File: src/rtl/pu_shift_multi.sv
// Accumulator shifter for the shared PU bus: logical/arithmetic/rotate, iterative SHIFT_PER_CYCLE bits per clock.
// Define PU_SHIFT_BARREL_EN for a single-cycle barrel variant (busy tied low).
module pu_shift_multi #(
    parameter int DATA_WIDTH      = 32,
    parameter int ATTR_WIDTH      = 4,
    parameter int SHIFT_PER_CYCLE = 1
) (
    input  logic                  clk,
    input  logic                  rst,
    input  logic                  signal_init,
    input  logic                  signal_load_amount,
    input  logic                  signal_work,
    input  logic                  signal_direction,
    input  logic                  signal_mode,
    input  logic                  signal_rotate,
    input  logic                  signal_oe,
    input  logic [DATA_WIDTH-1:0] data_in,
    input  logic [ATTR_WIDTH-1:0] attr_in,
    output logic [DATA_WIDTH-1:0] data_out,
    output logic [ATTR_WIDTH-1:0] attr_out,
    output logic                  busy
);

    localparam int AMT_WIDTH = $clog2(DATA_WIDTH);
    localparam logic [AMT_WIDTH:0] DW = (AMT_WIDTH+1)'(DATA_WIDTH);

    logic [DATA_WIDTH-1:0] acc;
    logic [AMT_WIDTH-1:0]  amount;
    logic                  carry;
    logic                  ovf;
    logic                  zero;
    logic [DATA_WIDTH+1:0] shift_res;

    logic unused_attr;
    assign unused_attr = ^attr_in;

    // Returns {overflow, carry, result} for a k-bit shift (1 <= k < DATA_WIDTH).
    // Overflow: top k+1 bits of the operand not all equal (arithmetic left only).
    function automatic logic [DATA_WIDTH+1:0] do_shift(
        input logic [DATA_WIDTH-1:0] a,
        input logic [AMT_WIDTH:0]    k,
        input logic                  left,
        input logic                  arith,
        input logic                  rot
    );
        logic [DATA_WIDTH-1:0] r;
        logic [DATA_WIDTH-1:0] co_l;
        logic [DATA_WIDTH-1:0] co_r;
        logic [DATA_WIDTH-1:0] sx;
        logic                  c;
        logic                  v;
        co_l = a >> (DW - k);
        co_r = a >> (k - 1'b1);
        if (left) begin
            r = rot ? ((a << k) | (a >> (DW - k))) : (a << k);
            c = co_l[0];
        end else begin
            if (rot)
                r = (a >> k) | (a << (DW - k));
            else if (arith)
                r = $signed(a) >>> k;
            else
                r = a >> k;
            c = co_r[0];
        end
        sx = $signed(a) >>> (DW - 1'b1 - k);
        v  = left && arith && !rot && !((sx == '0) || (&sx));
        return {v, c, r};
    endfunction

`ifdef PU_SHIFT_BARREL_EN

    always_comb begin
        shift_res = do_shift(acc, {1'b0, amount}, signal_direction,
                             signal_mode, signal_rotate);
    end

    always_ff @(posedge clk or posedge rst) begin
        if (rst) begin
            acc    <= '0;
            amount <= '0;
            carry  <= 1'b0;
            ovf    <= 1'b0;
            zero   <= 1'b0;
        end else if (signal_init) begin
            acc   <= data_in;
            carry <= 1'b0;
            ovf   <= 1'b0;
            zero  <= (data_in == '0);
        end else if (signal_load_amount) begin
            amount <= data_in[AMT_WIDTH-1:0];
        end else if (signal_work) begin
            if (amount == '0) begin
                carry <= 1'b0;
                ovf   <= 1'b0;
                zero  <= (acc == '0);
            end else begin
                acc   <= shift_res[DATA_WIDTH-1:0];
                carry <= shift_res[DATA_WIDTH];
                ovf   <= shift_res[DATA_WIDTH+1];
                zero  <= (shift_res[DATA_WIDTH-1:0] == '0);
            end
        end
    end

    assign busy = 1'b0;

`else

    localparam logic [0:0]           ST_IDLE  = 1'b0;
    localparam logic [0:0]           ST_SHIFT = 1'b1;
    localparam logic [AMT_WIDTH-1:0] SPC      = AMT_WIDTH'(SHIFT_PER_CYCLE);

    logic [0:0]           state;
    logic [AMT_WIDTH-1:0] remaining;
    logic [AMT_WIDTH-1:0] step_n;
    logic                 dir_q;
    logic                 mode_q;
    logic                 rot_q;

    always_comb begin
        step_n    = (remaining < SPC) ? remaining : SPC;
        shift_res = do_shift(acc, {1'b0, step_n}, dir_q, mode_q, rot_q);
    end

    always_ff @(posedge clk or posedge rst) begin
        if (rst) begin
            state     <= ST_IDLE;
            acc       <= '0;
            amount    <= '0;
            remaining <= '0;
            carry     <= 1'b0;
            ovf       <= 1'b0;
            zero      <= 1'b0;
            dir_q     <= 1'b0;
            mode_q    <= 1'b0;
            rot_q     <= 1'b0;
        end else if (state == ST_IDLE) begin
            if (signal_init) begin
                acc   <= data_in;
                carry <= 1'b0;
                ovf   <= 1'b0;
                zero  <= (data_in == '0);
            end else if (signal_load_amount) begin
                amount <= data_in[AMT_WIDTH-1:0];
            end else if (signal_work) begin
                carry <= 1'b0;
                ovf   <= 1'b0;
                if (amount == '0) begin
                    zero <= (acc == '0);
                end else begin
                    dir_q     <= signal_direction;
                    mode_q    <= signal_mode;
                    rot_q     <= signal_rotate;
                    remaining <= amount;
                    state     <= ST_SHIFT;
                end
            end
        end else begin
            // Overflow is sticky across chunks: any chunk seeing unequal top bits taints the op.
            acc       <= shift_res[DATA_WIDTH-1:0];
            carry     <= shift_res[DATA_WIDTH];
            ovf       <= ovf | shift_res[DATA_WIDTH+1];
            zero      <= (shift_res[DATA_WIDTH-1:0] == '0);
            remaining <= remaining - step_n;
            if (remaining == step_n)
                state <= ST_IDLE;
        end
    end

    assign busy = (state == ST_SHIFT);

`endif

    always_comb begin
        attr_out = '0;
        data_out = '0;
        if (signal_oe) begin
            data_out    = acc;
            attr_out[0] = carry;
            attr_out[1] = ovf;
            attr_out[2] = zero;
            attr_out[3] = busy;
        end
    end

endmodule

File: config.mk
export PLATFORM = sky130hd
export DESIGN_NAME = pu_shift_multi
export DESIGN_NICKNAME = d
export VERILOG_FILES = /design/src/rtl/pu_shift_multi.sv
export SDC_FILE = /design/constraint.sdc
export NUM_CORES = 1
export LEC_CHECK = 0
export BUFFER_PORTS_ARGS = -buffer_cell sky130_fd_sc_hd__buf_2
export CAP_MARGIN = 10
export CORE_UTILIZATION = 61
export CTS_BUF_LIST = sky130_fd_sc_hd__clkbuf_16
export DETAILED_ROUTE_END_ITERATION = 10
export MAX_ROUTING_LAYER = met4
export PLACE_DENSITY = 0.94
export SLEW_MARGIN = 20
export SYNTH_ARGS = -nofsm -noshare
export SYNTH_HDL_FRONTEND = slang
export SYNTH_SLANG_ARGS = --single-unit
File: constraint.sdc
create_clock -name clk -period 5.1 [get_ports clk]
set_clock_uncertainty 0.2 [all_clocks]
set_input_delay 1.02 -clock clk [delete_from_list [all_inputs] [get_ports clk]]
set_output_delay 1.02 -clock clk [all_outputs]
set_load 0.01 [all_outputs]
==> run_results.csv, run 1 <==
group,metric,value,unit
pwr,p_int,1520,uW
clock_network,clk_pin_slew,70,ps
clock_network,cts_buffer_depth,2,
setup_path,crit_arrival,3340,ps
floorplan,core,6490,um^2
clock_network,htreeDepth,2,
clock_network,hold_buffers,0,
grt,grt_start_max_net_pins,57,
floorplan,die_area,7250,um^2
pwr,switching_share,50.8,%
sta,slew_violations,0,
clock_network,cts_resized,0,
grt,grt_usage,42.0,%
route,vias,4611,
finish,final_cell_mix,"buf_2, dfrtp_1, and2_1",
grt,grt_pass1_wl,22800,um
setup_path,cp.required,5100,ps
sta,setup_violations,0,
finish,n_antenna_cell,0,
clock_network,clkSinkCount,49,
setup_path,critical_path_class,"flop to flop",
logic_synthesis,synthesis.nets,575,
clock_network,cts_inserted_buffers,5,
clock_network,root_buffer,"clkbuf_16",
route,drt_wl_total,14700,um
sta,setup-tns-final,0,ps
sta,fmax,300,MHz
logic_synthesis,synth.avg_cell_area,8.00,um^2
floorplan,die_h,85.1,um
route,via_per_inst,7.22,
sta,rsz0062_at_grt,"false",
route,drt_pass1_iterations,5,
logic_synthesis,synthDistinctLibCells,58,
pwr,irDropWorstVdd,0.000431,V
route,drt_iter0_drc,1099,
pwr,p_seq_share,35.8,%
pwr,p_per_area,656,nW/um^2
placement,dpl.hpwl,10200,um
grt,grt_antenna_before_repair,0,
setup_path,worstPathMaxFanout,15,
placement,numPortBuffers,77,
run,cap_violations,0,
logic_synthesis,synth_area,4220,um^2
setup_path,start_kind,"flop",
sta,fin_hold_ws,298,ps
finish,num-nets-final,609,
clock_network,cts_setup_buffers,0,
placement,gp_congestion,0.977,
setup_path,crit_path_end_kind,"flop",
logic_synthesis,dominantRegCellSynth,"dfrtp_1",
sta,tightest_slew,869,ps
logic_synthesis,synth-seq-cells,49,
floorplan,boundaryPins,82,
route,route.detailed.drc,0,
finish,syn2layout_area_growth,11.8,%
min_path,hold_class,"flop to flop",
finish,final_common_cell,"buf_2",
clock_network,cts_tree,"yes",
pwr,p_comb_share,51.6,%
route,wl_per_cell,23.0,um
logic_synthesis,ys_warn_count,0,
pwr,p_clk_share,12.7,%
sta,period_share,65.4,%
sta,period_minus_slack,3340,ps
floorplan,initial_core_util,64.9,%
route,detail-route-antenna-nets,0,
pwr,power.leakage,0.00200,uW
floorplan,dieWidth,85.1,um
pwr,power_switching,1570,uW
sta,hold_viol,0,
finish,drive_above_1_share,21.7,%
logic_synthesis,seq_area_frac_synth,29.1,%
sta,relSlewSlack,42.0,%
outcome,status,"completed",
grt,grt_pass1_vias,4177,
floorplan,num_rows,29,
grt,grt-ovfl-total,0,
logic_synthesis,synth-edff-count,0,
logic_synthesis,synthArstFlopShare,100,%
clock_network,clock_latency,300,ps
logic_synthesis,synth_cells,527,
final timing paths:
path	startpoint	to	slack [ps]	cells after the start
max	remaining[0]$_DFFE_PP0P_	zero$_DFFE_PP0P_	1760	11
min	ovf$_DFFE_PP0P_	ovf$_DFFE_PP0P_	300	1
max reg2reg	remaining[0]$_DFFE_PP0P_	zero$_DFFE_PP0P_	1760	11
min reg2reg	ovf$_DFFE_PP0P_	ovf$_DFFE_PP0P_	300	1
max in group asynchronous	rst	busy$_DFF_PP0_	3470	2
min in group asynchronous	rst	acc[19]$_DFFE_PP0P_	670	2
Yosys cell counts, drive strengths merged, types with 13 or more instances:
master	instances	area, um^2
a211oi	28	210
a21oi	35	175
a22oi	13	97.6
a31oi	21	131
and2	41	257
buf	13	62.6
clkbuf	49	185
dfrtp	49	1230
mux2	13	146
mux2i	30	300
nand2	21	81.3
nor2	38	143
nor2b	19	119
nor4	17	121
o21ai	30	150
sequential cells by signal, indices dropped and copies added, names as in the netlist:
signal	flops
acc	32
amount	5
remaining	5
busy	1
carry	1
dir_q	1
mode_q	1
ovf	1
rot_q	1
zero	1
cells by family after synthesis:
logic type | share of synthesized area, %
AND/OR/NAND/NOR | 23.6
buffers and inverters | 6.94
adder cells (fa/ha/maj) | 0.890
XOR/XNOR | 0.208
other | 0.0889
AO/OA/AOI/OAI | 27.0
multiplexers | 12.2
flip-flops | 29.1
worst max-delay path, cell delays in order (launching register included):
cell and delay (ps):
dfrtp_1 340, inv_1 210, nand2_2 140, inv_2 40, ha_1 680, buf_4 270
mux2i_1 180, o21ai_0 80, a22oi_1 290, nand4_1 130, or3_1 400, o31ai_2 260
routing by layer:
layer  GRT usage (%)  wire (um)  share of wire (%)  vias to the layer above
met2            62.8       6560                 45                      365
met3            8.07       1870                 13                       53
met5               -          0                  0                        -
met1            57.6       5800                 40                     2165
met4            13.4        443                3.0                        0
li1                -          -                  -                     2028
area by class of cell:
| type | instances | area [um^2] |
|---|---|---|
| clock buffer | 5 | 125 |
| clock inverter | 3 | 45.0 |
| fill | 535 | 1780 |
| inverter | 12 | 46.3 |
| multi-input combinational | 404 | 2700 |
| sequential | 49 | 1230 |
| tap | 77 | 96.3 |
| timing repair buffer | 89 | 475 |
per-stage QoR:
| stage | setup WS (ps) | cells | utilization [%] | power, uW | cell area, um^2 |
|---|---|---|---|---|---|
| floorplan | 1600 | 527 | - | 2080 | 4220 |
| global placement | 1880 | 631 | 69.9 | 2570 | 4540 |
| detailed placement | 1840 | 631 | 69.9 | 2620 | 4540 |
| CTS | 1810 | 639 | 72.5 | 3010 | 4710 |
| global route | 1560 | 639 | 72.6 | 3240 | 4710 |
| finish | 1760 | 639 | 72.6 | 3090 | 4710 |
power groups by stage:
stage | sequential [uW] | clock (uW) | combinational (uW)
2_1_floorplan | 703 | 0 | 1380
3_3_place_gp | 1070 | 0 | 1500
3_5_place_dp | 1070 | 0 | 1550
4_1_cts | 1060 | 390 | 1560
5_1_grt | 1110 | 401 | 1730
6_report | 1110 | 391 | 1590
No activity file was read; power rests on OpenSTA's default activity.
==> run 2: changes to the inputs <==
Settings changed: ABC_AREA set to 1, CORE_UTILIZATION 61 to 57, PLACE_DENSITY 0.94 to 0.89.
Clock period 5.1 ns to 3.45 ns, I/O delays scaled along.
==> run_results.csv, run 2 <==
group,metric,value,unit
floorplan,initial_core_util,60.2,%
pwr,irDropWorstVdd,0.000740,V
grt,grt_usage,40.7,%
clock_network,htreeDepth,2,
logic_synthesis,dominantRegCellSynth,"dfrtp_1",
sta,fin_ws,263,ps
pwr,power.leakage,0.00279,uW
finish,finalNonFillerCells,907,
grt,grt_start_max_net_pins,50,
route,wl_per_cell,17.6,um
route,drt_pass1_iterations,5,
logic_synthesis,seq_area_frac_synth,27.6,%
outcome,status,"completed",
pwr,p_total,5220,uW
finish,drive_above_1_share,13.7,%
pwr,p_seq_share,23.0,%
finish,fillers,698,
logic_synthesis,synth.avg_cell_area,5.94,um^2
logic_synthesis,synth_area,4440,um^2
route,vias,5552,
setup_path,cp.required,3430,ps
logic_synthesis,synthArstFlopShare,100,%
route,drt_wl_total,15900,um
finish,n_antenna_cell,0,
setup_path,worstPathMaxFanout,27,
floorplan,boundaryPins,82,
clock_network,cts_tree,"yes",
clock_network,cts_buffer_depth,2,
logic_synthesis,synth-seq-cells,49,
floorplan,dieWidth,90.2,um
grt,grt_pass1_wl,25500,um
setup_path,critical_path_class,"flop to flop",
route,drt_iter0_drc,638,
clock_network,cts_setup_buffers,0,
run,cap_violations,0,
sta,period_minus_slack,3190,ps
grt,grt_antenna_before_repair,0,
floorplan,num_rows,31,
logic_synthesis,synth_top_area_share,27.6,%
sta,setup_violations,0,
sta,fin_hold_ws,319,ps
logic_synthesis,synthesis.nets,795,
placement,placedCellCount,899,
logic_synthesis,ys_warn_count,0,
placement,gp_congestion,1.01,
route,route.detailed.drc,0,
logic_synthesis,synth_cells,747,
floorplan,core,7370,um^2
sta,setup-tns-final,0,ps
grt,grt-ovfl-total,0,
pwr,power_switching,2920,uW
logic_synthesis,synth.most_common_cell,"nand2_1",
pwr,p_comb_share,66.9,%
finish,reg_top3,"acc x32, amount x5, remaining x5",
clock_network,root_buffer,"clkbuf_16",
placement,pre_cts_ws,351,ps
grt,grt_pass1_vias,5153,
clock_network,hold_buffers,0,
logic_synthesis,synthDistinctLibCells,39,
logic_synthesis,yosys-top-cells-count,"nand2_1, inv_1, nand3_1",
logic_synthesis,synth-edff-count,0,
pwr,p_clk_share,10.1,%
sta,hold_viol,0,
clock_network,clkSinkCount,49,
clock_network,clk_pin_slew,80,ps
pwr,switching_share,55.9,%
sta,slew_violations,0,
sta,relSlewSlack,40.3,%
setup_path,start_kind,"flop",
setup_path,crit_arrival,3160,ps
placement,dpl.hpwl,12000,um
setup_path,crit_path_end_kind,"flop",
clock_network,cts_inserted_buffers,5,
logic_synthesis,synthTopCellsByArea,"dfrtp_1, nand2_1, inv_1",
route,detail-route-antenna-nets,0,
sta,period_share,92.4,%
finish,syn2layout_area_growth,13.5,%
clock_network,clock_latency,300,ps
finish,num-nets-final,855,
floorplan,die_h,90.2,um
route,via_per_inst,6.12,
clock_network,cts_resized,0,
finish,final_common_cell,"nand2_1",
sta,tightest_slew,895,ps
placement,numPortBuffers,77,
finish,largest_reg_flops,32,
sta,rsz0062_at_grt,"false",
finish,top_register,"acc",
pwr,p_per_area,1040,nW/um^2
pwr,p_int,2300,uW
finish,final_cell_mix,"nand2_1, inv_1, buf_2",
sta,fmax,314,MHz
floorplan,die_area,8140,um^2
logic_synthesis,yosys.area.top_type,"dfrtp_1",
min_path,hold_class,"flop to flop",
run 2: changes by cell type after synthesis, sizes merged, moves of 21 or more:
cell	delta
nand2	+265
inv	+84
nand3	+56
and2	-41
mux2i	-30
a211oi	-27
clkbuf	-24
o221ai	+21
run 2: cell type report:
cell class                 count  area (um^2)  area share (%)
clock inverter                 3         28.8           0.571
inverter                      97          365            7.25
timing repair buffer          93          518            10.3
multi-input combinational    561         2650            52.6
sequential                    49         1230            24.3
clock buffer                   5          125            2.48
tap                           99          124            2.46
run 2: critical path: stages, from the launching register on:
cell and delay [ps]:
dfrtp_1 440, nor2_4 320, nand2_1 170, nor2_4 120, ha_1 290, inv_1 160, nor2_2 130, buf_4 300
nand3_1 150, nand4_1 110, nand2_1 100, nand2_1 70, nor2_1 40, nand2_1 170, nor2_1 90, nand3_1 100
a21oi_1 70
run 2: cell families after synthesis:
group | Yosys count | synth area share (%)
DFF | 49 | 27.6
other | 1 | 0.0845
muxes | 1 | 0.254
adders and majority gates | 3 | 0.846
buffers and inverters | 137 | 12.7
AOI/OAI and AO/OA | 108 | 16.0
and+or+nand+nor | 448 | 42.4
run 2: per-stage QoR:
stage | instance area, um^2 | utilization [%]
after CTS | 5030 | 68.3
after floorplan | 4440 | -
final | 5040 | 68.3
after global routing | 5040 | 68.3
after detailed placement | 4880 | 66.2
after global placement | 4880 | 66.2
run 2: metal layers:
| metal | global-route usage, % | part of all wire (%) | vias to the layer above |
|---|---|---|---|
| met5 | - | 0 | - |
| met4 | 20.0 | 4.8 | 0 |
| met3 | 8.38 | 11 | 67 |
| met2 | 62.9 | 46 | 381 |
| met1 | 50.7 | 39 | 2529 |
| li1 | - | - | 2575 |
run 2: worst paths after layout:
path | slack [ps] | end | cells past startpoint | start
hold reg to reg | 320 | carry$_DFFE_PP0P_ | 1 | carry$_DFFE_PP0P_
hold / removal | 320 | carry$_DFFE_PP0P_ | 1 | carry$_DFFE_PP0P_
min in group asynchronous | 350 | remaining[2]$_DFFE_PP0P_ | 2 | rst
setup / recovery | 260 | zero$_DFFE_PP0P_ | 16 | remaining[3]$_DFFE_PP0P_
max in group asynchronous | 2170 | acc[25]$_DFFE_PP0P_ | 2 | rst
setup reg to reg | 260 | zero$_DFFE_PP0P_ | 16 | remaining[3]$_DFFE_PP0P_
run 2: power by group through the flow:
stage | Combinational [uW] | Clock [uW] | Sequential, uW
global placement | 3310 | 0 | 1180
detailed placement | 3380 | 0 | 1200
finish | 3490 | 528 | 1200
CTS | 3400 | 525 | 1180
global route | 3840 | 551 | 1230
floorplan | 2490 | 0 | 1090
==> run 3: changes to the inputs <==
==> constraint.sdc (replaced) <==
create_clock -name clk -period 3.45 [get_ports clk]
set_clock_uncertainty 0.2 [all_clocks]
set_input_delay 0.1725 -clock clk [delete_from_list [all_inputs] [get_ports clk]]
set_output_delay 0.1725 -clock clk [all_outputs]
set_load 0.01 [all_outputs]
==> run_results.csv, run 3 (synthesis gave the netlist of run 2 again) <==
group,metric,value,unit
outcome,status,"completed",
setup_path,worstPathMaxFanout,27,
clock_network,cts_inserted_buffers,5,
grt,grt-ovfl-total,0,
placement,dpl.hpwl,11800,um
grt,grt_pass1_wl,27700,um
finish,largest_reg_flops,32,
sta,rsz0062_at_grt,"false",
clock_network,clkSinkCount,49,
finish,num-nets-final,886,
pwr,power.leakage,0.00290,uW
setup_path,crit_path_end_kind,"flop",
clock_network,root_buffer,"clkbuf_16",
grt,grt_pass1_vias,5496,
route,detail-route-antenna-nets,0,
clock_network,clk_pin_slew,70,ps
placement,gp_congestion,0.983,
route,drt_pass1_iterations,6,
finish,final_common_cell,"nand2_1",
setup_path,crit_arrival,3160,ps
finish,final_cell_mix,"nand2_1, inv_1, buf_2",
sta,fmax,314,MHz
finish,reg_top3,"acc x32, amount x5, remaining x5",
grt,grt_antenna_before_repair,0,
floorplan,dieWidth,90.2,um
clock_network,cts_tree,"yes",
setup_path,cp.required,3420,ps
clock_network,cts_buffer_depth,2,
grt,grt_usage,44.7,%
clock_network,clock_latency,290,ps
clock_network,htreeDepth,2,
finish,drive_above_1_share,12.9,%
finish,syn2layout_area_growth,20.1,%
pwr,p_per_area,986,nW/um^2
sta,setup-tns-final,0,ps
floorplan,num_rows,31,
finish,top_register,"acc",
sta,setup_violations,0,
min_path,hold_class,"input port to flop",
pwr,p_total,5250,uW
grt,grt_start_max_net_pins,50,
floorplan,initial_core_util,60.2,%
setup_path,start_kind,"flop",
route,vias,5819,
placement,numPortBuffers,77,
route,wl_per_cell,18.5,um
clock_network,cts_resized,0,
run,cap_violations,0,
route,drt_wl_total,17300,um
floorplan,boundaryPins,82,
floorplan,die_h,90.2,um
sta,period_minus_slack,3190,ps
clock_network,cts_setup_buffers,0,
sta,period_share,92.3,%
sta,relSlewSlack,41.7,%
sta,tightest_slew,874,ps
sta,slew_violations,0,
floorplan,core,7370,um^2
setup_path,critical_path_class,"flop to flop",
route,route.detailed.drc,0,
pwr,irDropWorstVdd,0.000988,V
route,drt_iter0_drc,804,
route,via_per_inst,6.20,
sta,hold_viol,0,
floorplan,die_area,8140,um^2
finish,n_antenna_cell,0,
run 3: cell count changes in the layout (fill, tap and decap cells not counted), sizes merged:
cell	change
clkinv	+2
dlygate4sd3	+33
inv	-2
buf	-2
run 3: report_power, final:
group          internal, uW  switching [uW]
registers               879             354
logic                  1150            2380
clock network           267             224
total                  2290            2960
run 3: stage by stage:
step / cell area (um^2) / util (%) / hold WS [ps] / setup WS, ps / cells
after floorplan: 4440 / - / 89.1 / 805 / 747
after global placement: 4850 / 65.9 / 177 / 472 / 897
after detailed placement: 4850 / 65.9 / 189 / 384 / 897
after CTS: 5330 / 72.3 / 2.37 / 369 / 938
after global routing: 5330 / 72.3 / 30.9 / 21.4 / 938
final: 5330 / 72.3 / 8.55 / 265 / 938
run 3: path summary, 6_finish.rpt:
path                                                from                  endpoint  slack [ps]  cells after the start
worst max-delay path            remaining[3]$_DFFE_PP0P_          zero$_DFFE_PP0P_         260                     16
max in group asynchronous                            rst       acc[26]$_DFFE_PP0P_        2140                      3
min in group asynchronous                            rst  remaining[3]$_DFFE_PP0P_         380                      3
worst min register to register     amount[0]$_DFFE_PP0P_     amount[0]$_DFFE_PP0P_         340                      2
worst min-delay path                          data_in[0]     amount[0]$_DFFE_PP0P_           9                      3
worst max register to register  remaining[3]$_DFFE_PP0P_          zero$_DFFE_PP0P_         260                     16
run 3: cell type report:
class	instances	area, um^2
Clock inverter	3	17.5
Sequential cell	49	1230
Fill cell	606	2040
Timing Repair Buffer	124	821
Tap cell	99	124
Multi-Input combinational cell	561	2650
Clock buffer	5	125
Inverter	97	365
run 3: worst max-delay path, stage by stage (launching register included):
cell and delay [ps]:
dfrtp_1 440, nor2_4 330, nand2_1 170, nor2_4 120, ha_1 310, inv_1 170
nor2_2 130, buf_4 300, nand2_1 90, a21oi_1 300, nor2_1 130, nand2_1 80
nor2_1 40, nand2_1 50, nor2_1 50, nand3_1 60, a21oi_1 70
run 3: repair_timing:
item,in CTS,in global routing
hold buffers,33,0
setup endpoints to repair,0,0
endpoints found under the hold margin,83,0
run 3: per-layer routing:
| metal | up-vias | share of wire [%] | global-route usage [%] |
|---|---|---|---|
| met5 | - | 0 | - |
| met4 | 0 | 5.0 | 21.4 |
| met3 | 80 | 11 | 7.28 |
| met2 | 461 | 46 | 71.1 |
| met1 | 2653 | 37 | 55.4 |
| li1 | 2625 | - | - |
